<file path="src/rtl/wb_stage_pipe.sv">
// wb_stage_pipe: writeback stage with its own MEM/WB pipeline register.
//
// Holds one instruction bundle from the MEM stage. A non-load retires in the
// cycle after it is accepted. A load retires in the cycle its split-transaction
// response (data_ok) arrives, and the response data is aligned and extended
// combinationally on the way to the register file. A flush kills the held
// instruction. If that instruction is a load whose response has not yet
// arrived, the stage remembers to discard that stale response.
//
// Parameters:
//   XLEN   datapath width, 32 or 64
//   REG_AW register index width
//   CNT_W  retire counter width
//
// Ports:
//   clk, rst                     clock, synchronous active-high reset
//   in_valid / in_ready          MEM bundle handshake
//   in_pc, in_alu_result         PC and ALU result (load address for loads)
//   in_load_op                   one-hot LB,LH,LW,LBU,LHU,LWU,LD
//   in_res_from_mem              result comes from load data
//   in_gr_we, in_dest            GPR write enable and destination
//   data_ok, data_rdata          load response (one pulse per load, in order)
//   flush                        kill the held instruction
//   rf_we, rf_waddr, rf_wdata    register file write port
//   fwd_valid/dest/pending       forwarding and interlock hints
//   retire_cnt                   retired-instruction counter (wraps)
//   debug_wb_*                   trace port mirroring the write port
module wb_stage_pipe #(
  parameter int XLEN   = 32,
  parameter int REG_AW = 5,
  parameter int CNT_W  = 64
) (
  input  logic                clk,
  input  logic                rst,
  input  logic                in_valid,
  output logic                in_ready,
  input  logic [XLEN-1:0]     in_pc,
  input  logic [XLEN-1:0]     in_alu_result,
  input  logic [6:0]          in_load_op,
  input  logic                in_res_from_mem,
  input  logic                in_gr_we,
  input  logic [REG_AW-1:0]   in_dest,
  input  logic                data_ok,
  input  logic [XLEN-1:0]     data_rdata,
  input  logic                flush,
  output logic                rf_we,
  output logic [REG_AW-1:0]   rf_waddr,
  output logic [XLEN-1:0]     rf_wdata,
  output logic                fwd_valid,
  output logic [REG_AW-1:0]   fwd_dest,
  output logic                fwd_pending,
  output logic [CNT_W-1:0]    retire_cnt,
  output logic [XLEN-1:0]     debug_wb_pc,
  output logic [XLEN/8-1:0]   debug_wb_rf_we,
  output logic [REG_AW-1:0]   debug_wb_rf_wnum,
  output logic [XLEN-1:0]     debug_wb_rf_wdata
);

  localparam int OFFW = $clog2(XLEN/8);

  // Held bundle and control state
  logic                valid_r;
  logic                drop_r;
  logic [XLEN-1:0]     pc_r;
  logic [XLEN-1:0]     alu_r;
  logic [6:0]          load_op_r;
  logic                res_from_mem_r;
  logic                gr_we_r;
  logic [REG_AW-1:0]   dest_r;
  logic [CNT_W-1:0]    cnt_r;

  logic                ready_go;
  logic                accept;
  logic                retire;
  logic                dest_nz;
  logic [XLEN-1:0]     load_data;

  // Handshake
  assign ready_go = ~res_from_mem_r | data_ok;
  assign in_ready = ~rst & ~drop_r & ~flush & (~valid_r | ready_go);
  assign accept   = in_valid & in_ready;
  // rst gating keeps the write port quiet during the reset cycle itself
  assign retire   = valid_r & ready_go & ~flush & ~rst;
  assign dest_nz  = (dest_r != '0);

  always_ff @(posedge clk) begin
    if (rst) begin
      valid_r        <= 1'b0;
      drop_r         <= 1'b0;
      pc_r           <= '0;
      alu_r          <= '0;
      load_op_r      <= '0;
      res_from_mem_r <= 1'b0;
      gr_we_r        <= 1'b0;
      dest_r         <= '0;
      cnt_r          <= '0;
    end else begin
      if (accept) begin
        pc_r           <= in_pc;
        alu_r          <= in_alu_result;
        load_op_r      <= in_load_op;
        res_from_mem_r <= in_res_from_mem;
        gr_we_r        <= in_gr_we;
        dest_r         <= in_dest;
      end

      if (flush) begin
        valid_r <= 1'b0;
      end else if (accept) begin
        valid_r <= 1'b1;
      end else if (valid_r && ready_go) begin
        valid_r <= 1'b0;
      end

      // A flushed load whose response is still outstanding leaves one
      // response in flight; drop_r swallows it. A response arriving in the
      // same cycle as the flush is consumed right there.
      if (drop_r && data_ok) begin
        drop_r <= 1'b0;
      end else if (flush && valid_r && res_from_mem_r && !data_ok) begin
        drop_r <= 1'b1;
      end

      if (retire) begin
        cnt_r <= cnt_r + CNT_W'(1);
      end
    end
  end

  // Load alignment and extension
  logic [OFFW-1:0] off;
  logic [7:0]      b_sel;
  logic [15:0]     h_sel;
  logic [31:0]     w_sel;
  logic            half_ok;
  logic            word_ok;

  assign off     = alu_r[OFFW-1:0];
  assign b_sel   = data_rdata[{off, 3'b000} +: 8];
  assign h_sel   = data_rdata[{off[OFFW-1:1], 4'b0000} +: 16];
  assign half_ok = ~off[0];
  assign word_ok = (off[1:0] == 2'b00);

  generate
    if (XLEN == 64) begin : g_word64
      assign w_sel = off[2] ? data_rdata[63:32] : data_rdata[31:0];
    end else begin : g_word32
      assign w_sel = data_rdata[31:0];
    end
  endgenerate

  always_comb begin
    load_data = '0;
    if (load_op_r[0]) begin
      load_data = XLEN'($signed(b_sel));
    end else if (load_op_r[1]) begin
      if (half_ok) load_data = XLEN'($signed(h_sel));
    end else if (load_op_r[2]) begin
      if (word_ok) load_data = XLEN'($signed(w_sel));
    end else if (load_op_r[3]) begin
      load_data = XLEN'(b_sel);
    end else if (load_op_r[4]) begin
      if (half_ok) load_data = XLEN'(h_sel);
    end else if (load_op_r[5]) begin
      // With XLEN=32 zero- and sign-extension of a word coincide
      if (word_ok) load_data = XLEN'(w_sel);
    end else if (load_op_r[6]) begin
      if (XLEN == 64) begin
        load_data = data_rdata;
      end else if (word_ok) begin
        load_data = XLEN'($signed(w_sel));
      end
    end
  end

  // Write port, forwarding hints and trace
  assign rf_we    = retire & gr_we_r & dest_nz;
  assign rf_waddr = dest_r;
  assign rf_wdata = res_from_mem_r ? load_data : alu_r;

  assign fwd_valid   = valid_r & gr_we_r & dest_nz;
  assign fwd_pending = fwd_valid & res_from_mem_r;
  assign fwd_dest    = dest_r;

  assign retire_cnt = cnt_r;

  assign debug_wb_pc       = pc_r;
  assign debug_wb_rf_we    = {(XLEN/8){rf_we}};
  assign debug_wb_rf_wnum  = rf_waddr;
  assign debug_wb_rf_wdata = rf_wdata;

endmodule

</file>
<file path="config.mk">
export PLATFORM = sky130hd
export DESIGN_NAME = wb_stage_pipe
export DESIGN_NICKNAME = d
export VERILOG_FILES = /design/src/rtl/wb_stage_pipe.sv
export SDC_FILE = /design/constraint.sdc
export NUM_CORES = 1
export LEC_CHECK = 0
export ABC_AREA = 1
export CAP_MARGIN = 10
export CORE_ASPECT_RATIO = 0.7
export CORE_MARGIN = 2
export CORE_UTILIZATION = 49
export CTS_CLUSTER_DIAMETER = 30
export DETAILED_ROUTE_END_ITERATION = 7
export GPL_TIMING_DRIVEN = 0
export PLACE_DENSITY = 0.95
export SETUP_SLACK_MARGIN = 0.15
export SLEW_MARGIN = 0
export SYNTH_ARGS = -nofsm -noshare
export SYNTH_HDL_FRONTEND = slang
export SYNTH_SLANG_ARGS = --single-unit
</file>
<file path="constraint.sdc">
create_clock -name clk -period 4.3 [get_ports clk]
set_clock_uncertainty 0.05 [all_clocks]
set_input_delay 0.86 -clock clk [delete_from_list [all_inputs] [get_ports clk]]
set_output_delay 0.86 -clock clk [all_outputs]
set_load 0.01 [all_outputs]
</file>
==> results of run 1 <==
## power by group through the flow
| stage | clock network, uW | registers (uW) | logic, uW |
|---|---|---|---|
| detailed placement | 0 | 1410 | 523 |
| global route | 1530 | 1380 | 572 |
| finish | 1480 | 1380 | 537 |
| floorplan | 0 | 1410 | 229 |
| CTS | 1480 | 1380 | 528 |
| global placement | 0 | 1410 | 513 |
## what timing repair did
item / CTS / global route
setup buffers: 0 / 3
resized for setup: 0 / 1
setup endpoints to repair: 0 / 28
## cell usage after synthesis, types with 2 or more instances
| library cell | number | area share (%) |
|---|---|---|
| nand3_1 | 63 | 3.9 |
| nand3_2 | 4 | 0.50 |
| inv_2 | 5 | 0.23 |
| a31oi_1 | 18 | 1.4 |
| nand2_1 | 320 | 15 |
| nand3b_1 | 2 | 0.19 |
| nor2_8 | 2 | 0.50 |
| o21ai_1 | 5 | 0.31 |
| nor2_1 | 148 | 6.9 |
| o21ai_0 | 77 | 4.8 |
| nand2_2 | 2 | 0.16 |
| inv_1 | 123 | 5.8 |
| clkbuf_1 | 21 | 0.99 |
| nor3_1 | 19 | 1.2 |
| dfxtp_1 | 144 | 36 |
| nand3_4 | 2 | 0.44 |
| o21a_1 | 7 | 0.66 |
| buf_2 | 15 | 0.94 |
| nor2_4 | 11 | 1.5 |
| nor4_1 | 2 | 0.16 |
| nand4_1 | 25 | 2.0 |
| mux2i_1 | 6 | 0.75 |
| a22oi_1 | 2 | 0.19 |
| nor2_2 | 8 | 0.63 |
| a21oi_1 | 116 | 7.3 |
| buf_4 | 52 | 4.9 |
| nor3_2 | 2 | 0.25 |
| buf_6 | 2 | 0.28 |
| xor2_1 | 5 | 0.55 |
## logic make-up after synthesis
kind of cell    Yosys count  share of synthesized area (%)
compound gates          230                           15.1
fa+ha+maj                 1                          0.156
flops                   144                           36.0
simple gates            614                           34.1
mux                       6                          0.750
buf+inv                 220                           13.2
xor+xnor                  6                          0.657
## final cells by class
class                      count  share of cell area, %
tap                          225                   2.37
timing repair buffer         299                   25.2
multi-input combinational    857                   34.3
inverter                     130                   4.12
sequential                   144                   24.3
antenna                        1                 0.0211
buffer                        90                   4.78
clock buffer                  17                   3.58
clock inverter                15                   1.38
## sequential cells by signal, summed over array words and instances, names as in the netlist
register / flops
retire_cnt: 64
alu_r: 32
debug_wb_pc: 32
load_op_r: 7
debug_wb_rf_wnum: 5
drop_r: 1
gr_we_r: 1
res_from_mem_r: 1
valid_r: 1
## layer usage
metal / vias up / wire length (microns) / part of all wire, % / GRT usage [%]
li1: 4553 / - / - / -
met4: 0 / 980 / 3.1 / 12.7
met1: 4517 / 13000 / 42 / 49.1
met5: - / 0 / 0 / 0
met2: 622 / 13200 / 42 / 50.7
met3: 75 / 4050 / 13 / 10.9
## tightest hold or removal path, stage by stage (launching register included)
cell and delay (ns):
dfxtp_1 0.30, inv_1 0.05, a21oi_1 0.05
## path summary, 6_finish.rpt
path                                             startpoint                          end  slack, ns  cells past startpoint
worst min register to register        alu_r[4]$_SDFFE_PP0P_        alu_r[4]$_SDFFE_PP0P_       0.40                      2
worst min-delay path                  alu_r[4]$_SDFFE_PP0P_        alu_r[4]$_SDFFE_PP0P_       0.40                      2
worst max-delay path                         data_rdata[15]                 rf_wdata[23]       0.24                     10
worst max register to register  retire_cnt[18]$_SDFFE_PP0N_  retire_cnt[56]$_SDFFE_PP0N_       2.28                      9
## per-stage QoR
step	utilization [%]	area (sq um)
2_1_floorplan	-	8000
3_5_place_dp	69.6	11200
6_report	73.5	11900
3_3_place_gp	69.6	11200
5_1_grt	73.5	11900
4_1_cts	73.3	11800
==> flow_summary.yaml, run 1 <==
global_routing:
  antenna_found_initial: 0
  grt_pass1_vias: 8830
  grt_pass1_wl_microns: 47200
  grt_max_degree: 18
  grt-ovfl-total: 0
  track_usage_pct: 35.1
yosys:
  syn_nets: 1337
  syn_area_sq_um: 8000
  ys_types: 42
  synthFlopType: "dfxtp_1"
  synthCells: 1221
  synth_edf_count: 0
  ys_warn_count: 0
  ys_ff_latch: 144
  yosysSeqAreaShare_pct: 36.0
  synthArstFlopShare_pct: 0
  syn_avg_cell_area_sq_um: 6.55
sta:
  worst_slack_ns: 0.242
  max_slew.worst_pin.slew_ns: 0.830
  setup-tns-final_ns: 0
  fin_crit_ns: 4.06
  drv_slew: 0
  max_freq_ghz: 0.246
  slew_headroom_pct: 44.3
  hold-worst-slack_ns: 0.402
  setup_violations: 0
  hold_violations: 0
  grt_setup_unrepaired: "no"
  finalCritPeriodShare_pct: 94.4
worst_setup_path:
  end_kind: "primary output"
  start_kind: "input port"
  crit_chain: "clkdlybuf4s50_1 -> inv_1 -> o21ai_2 -> a21oi_2 -> nor2_4 -> nor2_4 -> buf_4 -> a31oi_1 -> buf_4 -> clkdlybuf4s50_1"
  path_max_fanout: 10
  path_delay_family: "buffers and inverters"
  critical_path_buf_inv_count: 5
  crit_arrival_ns: 3.15
  max_stage_delay_ns: 0.52
  slowest_stage: "clkdlybuf4s50_1"
  crit_type: "in2out"
  crit_required_ns: 3.39
cells_and_area:
  stdcell_count: 1778
  layout_common_cells: "nand2_1 (320), clkdlybuf4s50_1 (296), nor2_1 (148)"
  area.growth.synth_to_final_pct: 48.3
  fin_nets: 1655
  final_common_cell: "nand2_1"
  multiInputGateArea_sq_um: 4070
  num-fill-cells: 1287
  drive_gt1_share_pct: 9.47
  regArea_sq_um: 2880
cts:
  numClockSinks: 144
  tritoncts: "yes"
  numCtsBuffers: 17
  cts_max_level: 4
  clockBufferDepth: 2
  clock_latency_ns: 0.44
  clockRootBuffer: "clkbuf_16"
  cts.clk_slew.worst_paths_ns: 0.06
  holdBufCountCts: 0
place:
  dpl_worst_slack_ns: 0.215
  dp_cells: 1742
  io_buffers: 296
  gp_congestion: 1.03
  dp_hpwl_microns: 24500
pwr:
  clkPwrFrac_pct: 43.5
  p_int_uw: 2430
  p_per_area_nw_per_um2: 286
  ir_worst_vdd_v: 0.000244
  swShare_pct: 28.5
  seq_power_share_pct: 40.7
  p_sw_uw: 966
  leakage_uw: 0.00440
  power.total_uw: 3390
  power_frac_comb_pct: 15.8
detailed_routing:
  vias: 9767
  drc: 0
  drt_iter0_markers: 1331
  postRouteAntennaNets: 0
  wire_per_inst_microns: 17.6
  drt-total-wl_microns: 31200
  firstDrtPassIters: 6
  viasPerCell: 5.49
die:
  rows: 39
  ioPinCount: 298
  design.core.area_sq_um: 16200
  die-area_sq_um: 17400
  initial_core_util_pct: 49.5
  die_x_microns: 157
  die_h_microns: 111
status:
  status: "finished, final reports clean"
run:
  drv_cap: 0
worst_hold_path:
  hold_class: "reg2reg"
No activity file was read; power rests on OpenSTA's default activity.
==> run 2, diff against run 1 <==
--- a/config.mk
+++ b/config.mk
@@ -8,12 +8,13 @@
 export ABC_AREA = 1
 export CAP_MARGIN = 10
 export CORE_ASPECT_RATIO = 0.7
-export CORE_MARGIN = 2
-export CORE_UTILIZATION = 49
+export CORE_MARGIN = 1.5
+export CORE_UTILIZATION = 55
 export CTS_CLUSTER_DIAMETER = 30
 export DETAILED_ROUTE_END_ITERATION = 7
+export DONT_BUFFER_PORTS = 1
 export GPL_TIMING_DRIVEN = 0
-export PLACE_DENSITY = 0.95
+export PLACE_DENSITY = 0.81
 export SETUP_SLACK_MARGIN = 0.15
 export SLEW_MARGIN = 0
 export SYNTH_ARGS = -nofsm -noshare
==> run 2 against run 1 <==
Flip-flop and latch count did not move. Global-route usage fell by 0.70 points. Clock power is 3% lower. Power down 7.8%. Critical path type is now reg2out.
==> flow_summary.yaml, run 2 (synthesis results as in run 1) <==
status:
  status: "finished, final reports clean"
cells_and_area:
  final_common_cell: "nand2_1"
  design_area_sq_um: 8810
  num-fill-cells: 1335
  area.growth.synth_to_final_pct: 10.1
  postLayoutCoreUtil_pct: 62.7
  drive_gt1_share_pct: 11.3
  regArea_sq_um: 2880
  largest_reg_flops: 64
  layout_common_cells: "nand2_1 (320), nor2_1 (148), dfxtp_1 (144)"
  multiInputGateArea_sq_um: 4060
  n_antenna_cell: 0
  fin_nets: 1356
global_routing:
  grt_max_degree: 17
  grt_pass1_wl_microns: 40700
  antenna_found_initial: 0
  track_usage_pct: 34.4
  grt_pass1_vias: 7287
  grt-ovfl-total: 0
sta:
  fin_crit_ns: 3.72
  hold_violations: 0
  hold-worst-slack_ns: 0.402
  setup-tns-final_ns: 0
  max_slew.worst_pin.slew_ns: 0.813
  drv_slew: 0
  grt_setup_unrepaired: "no"
  setup_violations: 0
  finalCritPeriodShare_pct: 86.6
  max_freq_ghz: 0.269
  slew_headroom_pct: 45.2
detailed_routing:
  drt_iter0_markers: 788
  wire_per_inst_microns: 18.6
  vias: 8251
  drc: 0
  viasPerCell: 5.72
  drt-total-wl_microns: 26900
  firstDrtPassIters: 7
  postRouteAntennaNets: 0
worst_setup_path:
  start_kind: "flip-flop"
  critical_path_buf_inv_count: 3
  crit_start: "res_from_mem_r$_SDFFE_PP0P_"
  crit_required_ns: 3.39
  crit_arrival_ns: 2.81
  crit_chain: "clkbuf_1 -> inv_1 -> a31oi_1 -> nand2_1 -> o21ai_0 -> buf_4"
  regToRegStartpoint: "retire_cnt[16]$_SDFFE_PP0N_"
  path_delay_family: "buffers and inverters"
  max_stage_delay_ns: 0.58
  end_kind: "primary output"
  path_max_fanout: 10
  crit_type: "reg2out"
  slowest_stage: "a31oi_1"
cts:
  clock_latency_ns: 0.42
  cts.clk_slew.worst_paths_ns: 0.06
  numCtsBuffers: 17
  clockRootBuffer: "clkbuf_16"
  cts_resized: 0
  holdBufCountCts: 0
  post_cts_buffers: 0
  tritoncts: "yes"
  numClockSinks: 144
  cts_max_level: 4
  clockBufferDepth: 2
place:
  io_buffers: 0
  dp_hpwl_microns: 21300
  gp_congestion: 0.978
  place_area_sq_um: 8240
worst_hold_path:
  worstHoldStart: "alu_r[10]$_SDFFE_PP0P_"
  hold_class: "reg2reg"
die:
  die_x_microns: 147
  die_h_microns: 104
  rows: 36
  initial_core_util_pct: 56.9
  ioPinCount: 298
  die-area_sq_um: 15300
  design.core.area_sq_um: 14100
pwr:
  ir_worst_vdd_v: 0.000277
  p_per_area_nw_per_um2: 355
  leakage_uw: 0.00331
run:
  drv_cap: 0
[run 2: final timing paths]
kind | cells after the start | slack, ns | to
worst max-delay path | 6 | 0.58 | rf_wdata[1]
worst min-delay path | 2 | 0.40 | alu_r[10]$_SDFFE_PP0P_
worst max register to register | 9 | 2.12 | retire_cnt[56]$_SDFFE_PP0N_
worst min register to register | 2 | 0.40 | alu_r[10]$_SDFFE_PP0P_
[run 2: layout make-up]
cell class              instances  share of cell area (%)
flip-flops and latches        144                    32.7
clock inverters                12                    1.41
inverters                     130                    5.55
plain buffers                  90                    6.44
clock buffers                  19                    5.03
well taps                     190                    2.70
multi-input cells             857                    46.1
[run 2: where the power goes]
part | internal, uW | total [uW] | switching, uW
sequential | 1360 | 1390 | 26.7
clock | 824 | 1440 | 618
combinational | 98.8 | 296 | 197
[run 2: tightest hold or removal path, stage by stage (launching register included)]
cell	delay [ns]
dfxtp_1	0.29
inv_1	0.05
a21oi_1	0.06
[run 2: layer usage]
layer	track usage, %	vias to the layer above	wire, microns
met5	0	-	0
met4	8.21	0	352
met3	13.2	30	3560
met2	48.1	509	11100
met1	49.5	3771	11900
li1	-	3941	-
[run 2: through the flow]
step	total power [uW]	setup slack, ns	cells
2_1_floorplan	1640	1.39	1221
3_3_place_gp	1710	1.05	1411
3_5_place_dp	1710	1.04	1411
4_1_cts	3140	0.589	1442
5_1_grt	3230	0.478	1442
6_report	3130	0.576	1442
